### config.mk
export PLATFORM = sky130hd
export DESIGN_NAME = router_pkt_reg
export DESIGN_NICKNAME = d
export VERILOG_FILES = /design/src/rtl/router_pkg.sv /design/src/rtl/router_parity_acc.sv /design/src/rtl/router_pkt_reg.sv
export SDC_FILE = /design/constraint.sdc
export NUM_CORES = 1
export LEC_CHECK = 0
export ABC_AREA = 1
export BUFFER_PORTS_ARGS = -buffer_cell sky130_fd_sc_hd__buf_2
export CAP_MARGIN = 30
export CORE_ASPECT_RATIO = 1.75
export CORE_MARGIN = 4
export CORE_UTILIZATION = 50
export DETAILED_ROUTE_END_ITERATION = 16
export GPL_TIMING_DRIVEN = 0
export PLACE_DENSITY = 0.7
export SLEW_MARGIN = 20
export SYNTH_ARGS = -nofsm -noshare
export SYNTH_HDL_FRONTEND = slang
export SYNTH_SLANG_ARGS = --single-unit
### constraint.sdc
create_clock -name clk -period 2.2 [get_ports clk]
set_input_delay 0.22 -clock clk [delete_from_list [all_inputs] [get_ports clk]]
set_output_delay 0.22 -clock clk [all_outputs]
set_load 0.005 [all_outputs]
### src/rtl/router_pkg.sv
// Shared router definitions: data/address widths, header field layout and
// the reserved (invalid) destination address.
package router_pkg;

    localparam int unsigned DATA_W = 8;
    localparam int unsigned ADDR_W = 2;

    // Header byte layout: [1:0] destination address, [7:2] payload length.
    localparam int unsigned HDR_ADDR_LSB = 0;
    localparam int unsigned HDR_ADDR_MSB = HDR_ADDR_LSB + ADDR_W - 1;
    localparam int unsigned HDR_LEN_LSB  = ADDR_W;
    localparam int unsigned HDR_LEN_MSB  = DATA_W - 1;

    // Address 3 has no output port; headers carrying it are dropped.
    localparam logic [ADDR_W-1:0] ADDR_INVALID = 2'b11;

    typedef logic [DATA_W-1:0] byte_t;

endpackage

### src/rtl/router_parity_acc.sv
// Packet parity accumulator: running XOR of header and payload bytes, capture
// of the packet's own parity byte, and the registered mismatch flag.
module router_parity_acc
    import router_pkg::*;
(
    input  logic  clk,
    input  logic  resetn,
    input  logic  clr,          // new packet starting
    input  logic  hdr_en,       // fold header into running parity
    input  byte_t hdr,
    input  logic  data_en,      // fold payload byte into running parity
    input  byte_t data_in,
    input  logic  pkt_par_en,   // capture the packet's parity byte
    input  logic  parity_done,
    output logic  err
);

    byte_t int_par_q;
    byte_t pkt_par_q;

    // Running XOR over header and accepted payload bytes.
    always_ff @(posedge clk) begin
        if (!resetn) begin
            int_par_q <= '0;
        end else if (clr) begin
            int_par_q <= '0;
        end else if (hdr_en) begin
            int_par_q <= int_par_q ^ hdr;
        end else if (data_en) begin
            int_par_q <= int_par_q ^ data_in;
        end
    end

    // Parity byte as sent by the source.
    always_ff @(posedge clk) begin
        if (!resetn) begin
            pkt_par_q <= '0;
        end else if (pkt_par_en) begin
            pkt_par_q <= data_in;
        end
    end

    // Compare only once the parity byte is in; result then sticks until the next packet.
    always_ff @(posedge clk) begin
        if (!resetn) begin
            err <= 1'b0;
        end else if (clr) begin
            err <= 1'b0;
        end else if (parity_done) begin
            err <= (int_par_q != pkt_par_q);
        end
    end

endmodule

### src/rtl/router_pkt_reg.sv
// Router packet register: latches the header, steers bytes to the output FIFO
// (with a one-byte hold slot for a full FIFO) and tracks packet completion.
module router_pkt_reg
    import router_pkg::*;
(
    input  logic              clk,
    input  logic              resetn,
    input  logic              pkt_valid,
    input  logic [DATA_W-1:0] data_in,
    input  logic              fifo_full,
    input  logic              detect_add,
    input  logic              lfd_state,
    input  logic              ld_state,
    input  logic              laf_state,
    input  logic              full_state,
    input  logic              rst_int_reg,
    output logic [DATA_W-1:0] dout,
    output logic              parity_done,
    output logic              low_packet_valid,
    output logic              err
);

    byte_t             header_q;
    byte_t             hold_q;
    logic [ADDR_W-1:0] hdr_addr;
    logic              hdr_capture;
    logic              pd_set;

    assign hdr_addr    = data_in[HDR_ADDR_MSB:HDR_ADDR_LSB];
    assign hdr_capture = detect_add && pkt_valid && (hdr_addr != ADDR_INVALID);

    // Parity byte consumed either straight to the FIFO, or later out of the hold slot.
    assign pd_set = (ld_state && !fifo_full && !pkt_valid) ||
                    (laf_state && low_packet_valid && !parity_done);

    // Header latch; invalid-address headers leave the previous value untouched.
    always_ff @(posedge clk) begin
        if (!resetn) begin
            header_q <= '0;
        end else if (hdr_capture) begin
            header_q <= data_in;
        end
    end

    // Byte that arrived while the FIFO was full, replayed in laf_state.
    always_ff @(posedge clk) begin
        if (!resetn) begin
            hold_q <= '0;
        end else if (ld_state && fifo_full) begin
            hold_q <= data_in;
        end
    end

    // Output byte mux: header, live data, or the held byte.
    always_ff @(posedge clk) begin
        if (!resetn) begin
            dout <= '0;
        end else if (lfd_state) begin
            dout <= header_q;
        end else if (ld_state && !fifo_full) begin
            dout <= data_in;
        end else if (laf_state) begin
            dout <= hold_q;
        end
    end

    // Packet-complete flag; a new header clears it even if a set coincides.
    always_ff @(posedge clk) begin
        if (!resetn) begin
            parity_done <= 1'b0;
        end else if (detect_add) begin
            parity_done <= 1'b0;
        end else if (pd_set) begin
            parity_done <= 1'b1;
        end
    end

    // Source ended the packet; cleared by the FSM's internal-register reset.
    always_ff @(posedge clk) begin
        if (!resetn) begin
            low_packet_valid <= 1'b0;
        end else if (rst_int_reg) begin
            low_packet_valid <= 1'b0;
        end else if (ld_state && !pkt_valid) begin
            low_packet_valid <= 1'b1;
        end
    end

    // Payload bytes seen in full_state are replays, so they are not folded in again.
    router_parity_acc u_parity_acc (
        .clk         (clk),
        .resetn      (resetn),
        .clr         (detect_add),
        .hdr_en      (lfd_state),
        .hdr         (header_q),
        .data_en     (ld_state && pkt_valid && !full_state),
        .data_in     (data_in),
        .pkt_par_en  (ld_state && !pkt_valid),
        .parity_done (parity_done),
        .err         (err)
    );

endmodule

==> impl_results.md <==
* PortBufs at 27
* Tmin final at 1.02 ns
* Startpoint types: register
* Fmax achieved at roughly 1000 MHz
* Core area at between 3000 and 4000 um^2
* Area after DPL at around 2100 um^2
* Total CTS buffers at 5
* CTS clock-pin slew for the worst setup and hold paths at about 0.080 ns
* Gr ovfl total at 0
* Max incr delay on CP at ~0.33 ns
* Clock skew at ~0.0099 ns
* Max_cap viols at 0
* Vias in the first global route at between 1500 and 2000
* Crit-path slowest cell: dfxtp_1
* Tot Pwr at approximately 1.6 mW
* Share of cells above drive strength 1 at ~17%
* Area grow syn2layout at 15.2%
* First-pass iteration count of the detailed router at 4
* Compound-cell area share of the yosys netlist at approximately a quarter
* Std-Cell Rows at 29
* CP max FO at 3
* Seq/Total Area, Yosys at between 40% and 50%
* Antenna Violating Nets Remaining at 0
* Run status: completed
* Root buf cell: clkbuf_8
* Slew @ Worst Pin at ~0.55 ns
* Initial Utilization at ~53%
* Hold_sp: rst_int_reg
* Setup CP Type: reg -> reg
* Area contributors post-synth: dfxtp_1, a21oi_1, nand2_1
* Syn nets at 285
* WL per Instance at 13.0 um
* Yosys warns at 0
* Yosys cell types at 23
* Clk_lat worst skew at about 0.30 ns
* Syn Std Cell Area at between 1500 and 2000 um^2
* Post-Synth Simple-Gate Area at between 20% and 30%
* Gr usage total at about 20%
* Max-slew violation count at 0
* VDD IR-drop max at roughly 0.82 mV
* CTS tree: done
* Routed vias/inst at a little over 5
* FF-to-FF Start: u_parity_acc.int_par_q[5]$_SDFFE_PP0P_
* Hold crit path type: in -> reg
* XOR/XNOR share of the synthesized area at less than 1%
* P_leak at about 1.0 nW
* Average size of a mapped cell at a little over 7 um^2
* H-tree level count at 2
* CP endpoint kind: register
* Post-CTS Resized at 0
* Slew HR at 63.1%
* Layout Nets at 319
* Worst setup path startpoint: u_parity_acc.int_par_q[5]$_SDFFE_PP0P_
* # Post-CTS Setup Buffers at 0
* Final setup vio count at 0
* Final Hold Viols at 0
* CTS sink count at between 40 and 50
* Clk buf depth at 2
* Seq cells post-synth at 43
* TNS Setup at 0 ns
* WL final at around 4500 um
* Design Area, Final at around 2200 um^2
* DRC at 0
* Final Cycle Share at about 46%
* Critical path's top delay family: simple AND/OR/NAND/NOR gates
* Area share of the largest cell type after synthesis at between 40 and 50%
* Largest net degree at the start of global routing at 13
* Detailed placement HPWL at 3460 um
* CP Data Arrival Time at 1.21 ns
* Critical path depth at 7
* Die X-Extent at roughly 55 um
* Worst path bufs/invs at 1
* Via count at around 1800
* Top cell by count, worst path: nor2_1
* Cell taking the most area after synthesis: dfxtp_1
* Setup repair after global routing missed its margin: false
* Num ports at 29
* Final Wtd Congestion at around 0.76
* Crit-path cells: inv_1 > nand2_1 > nand2_1 > nor2_1 > nand3_1 > nor2_1 > nor2_1
* First-pass GRT wire length at 7550 um
* Hold path depth at 2
* Die Height at approximately 90 um
* Cells after synthesis at between 200 and 300
* Pwr Density at 721 nW/um^2
* Antenna Cells at 0
* Req. time, crit path at 2.39 ns
* # hold bufs at CTS at 0
* DIE AREA at 4950 um^2
* Largest family of logic cells by synthesized area: compound AO/OA/AOI/OAI gates
* Adder-cell share of the synthesized area at 0%
* Reg2Reg Depth at 7
* Multiplexer share of the synthesized area at 0%
* Initial antenna violation count at 0
* DR iter-0 viols at 48
## layout make-up
cell class,instances,area [um^2]
well taps,46,57.6
multi-input cells,180,875
inverters,35,131
flip-flops and latches,43,861
clock buffers,8,100
plain buffers,9,58.8
fillers,390,1450
repair buffers,27,135
## cells in the final DEF (no fill, tap or decap), types with 2 or more instances in the layout
cell type,netlist,final
nand2_1,44,44
dfxtp_1,43,43
a21oi_1,41,41
inv_1,33,33
o21ai_0,33,33
nor2_1,32,32
buf_2,2,29
nand3_1,9,9
o22ai_1,8,8
clkbuf_8,0,7
clkbuf_1,3,4
o21ai_1,3,3
inv_2,2,2
nor2_2,2,2
buf_4,2,2
buf_6,2,2
## per-stage QoR
step / util, % / worst slack (ns) / std cells / hold WS (ns)
finish: 60.5 / 1.18 / 348 / 0.0746
global route: 60.5 / 1.04 / 348 / 0.0672
CTS: 60.5 / 1.18 / 348 / 0.0718
detailed placement: 57.8 / 0.903 / 340 / 0.382
global placement: 57.8 / 0.907 / 340 / 0.379
floorplan: - / 1.18 / 267 / 0.292
## registers in the layout, indices dropped and copies added, names as in the netlist
register,count
u_parity_acc.pkt_par_q,8
u_parity_acc.err,1
low_packet_valid,1
header_q,8
hold_q,8
u_parity_acc.int_par_q,8
parity_done,1
dout,8
## cells by family after synthesis
| group | after synthesis |
|---|---|
| and+or+nand+nor | 92 |
| AOI/OAI and AO/OA | 87 |
| buffers and inverters | 44 |
| DFF | 43 |
| xor gates and xnor gates | 1 |
## power by group
group          switching, mW  internal, mW  total (mW)  leakage, nW
logic                  0.131        0.0812       0.213        0.644
clock network          0.255         0.287       0.542       0.0515
registers             0.0220         0.824       0.846        0.353
total                  0.408          1.19        1.60         1.05
## layer usage
metal	global-route usage, %	part of all wire (%)
met5	0	0
met4	6.90	0.88
met3	4.64	4.6
met2	34.3	51
met1	24.3	43
## final timing paths
path,to,slack [ns]
setup / recovery,u_parity_acc.err$_SDFFE_PP0P_,1.18
hold reg to reg,dout[3]$_SDFFE_PN0P_,0.52
setup reg to reg,u_parity_acc.err$_SDFFE_PP0P_,1.18
hold / removal,low_packet_valid$_SDFFE_PP0P_,0.07
## cells in the mapped netlist, drive strengths merged
library cell,instances
buf,6
o22ai,8
nand3,9
a21boi,1
clkbuf,3
nor2,36
inv,35
a21oi,42
xnor2,1
nand2,45
dfxtp,43
o21ai,36
nor3,2
## worst reg2reg max path: cells and delay by family, from the launching register on
| kind | cells | cell delay [ns] |
|---|---|---|
| and+or+nand+nor | 6 | 0.52 |
| DFF | 1 | 0.33 |
| buffers and inverters | 1 | 0.06 |
Note: power is estimated with default switching activity, not from simulation.
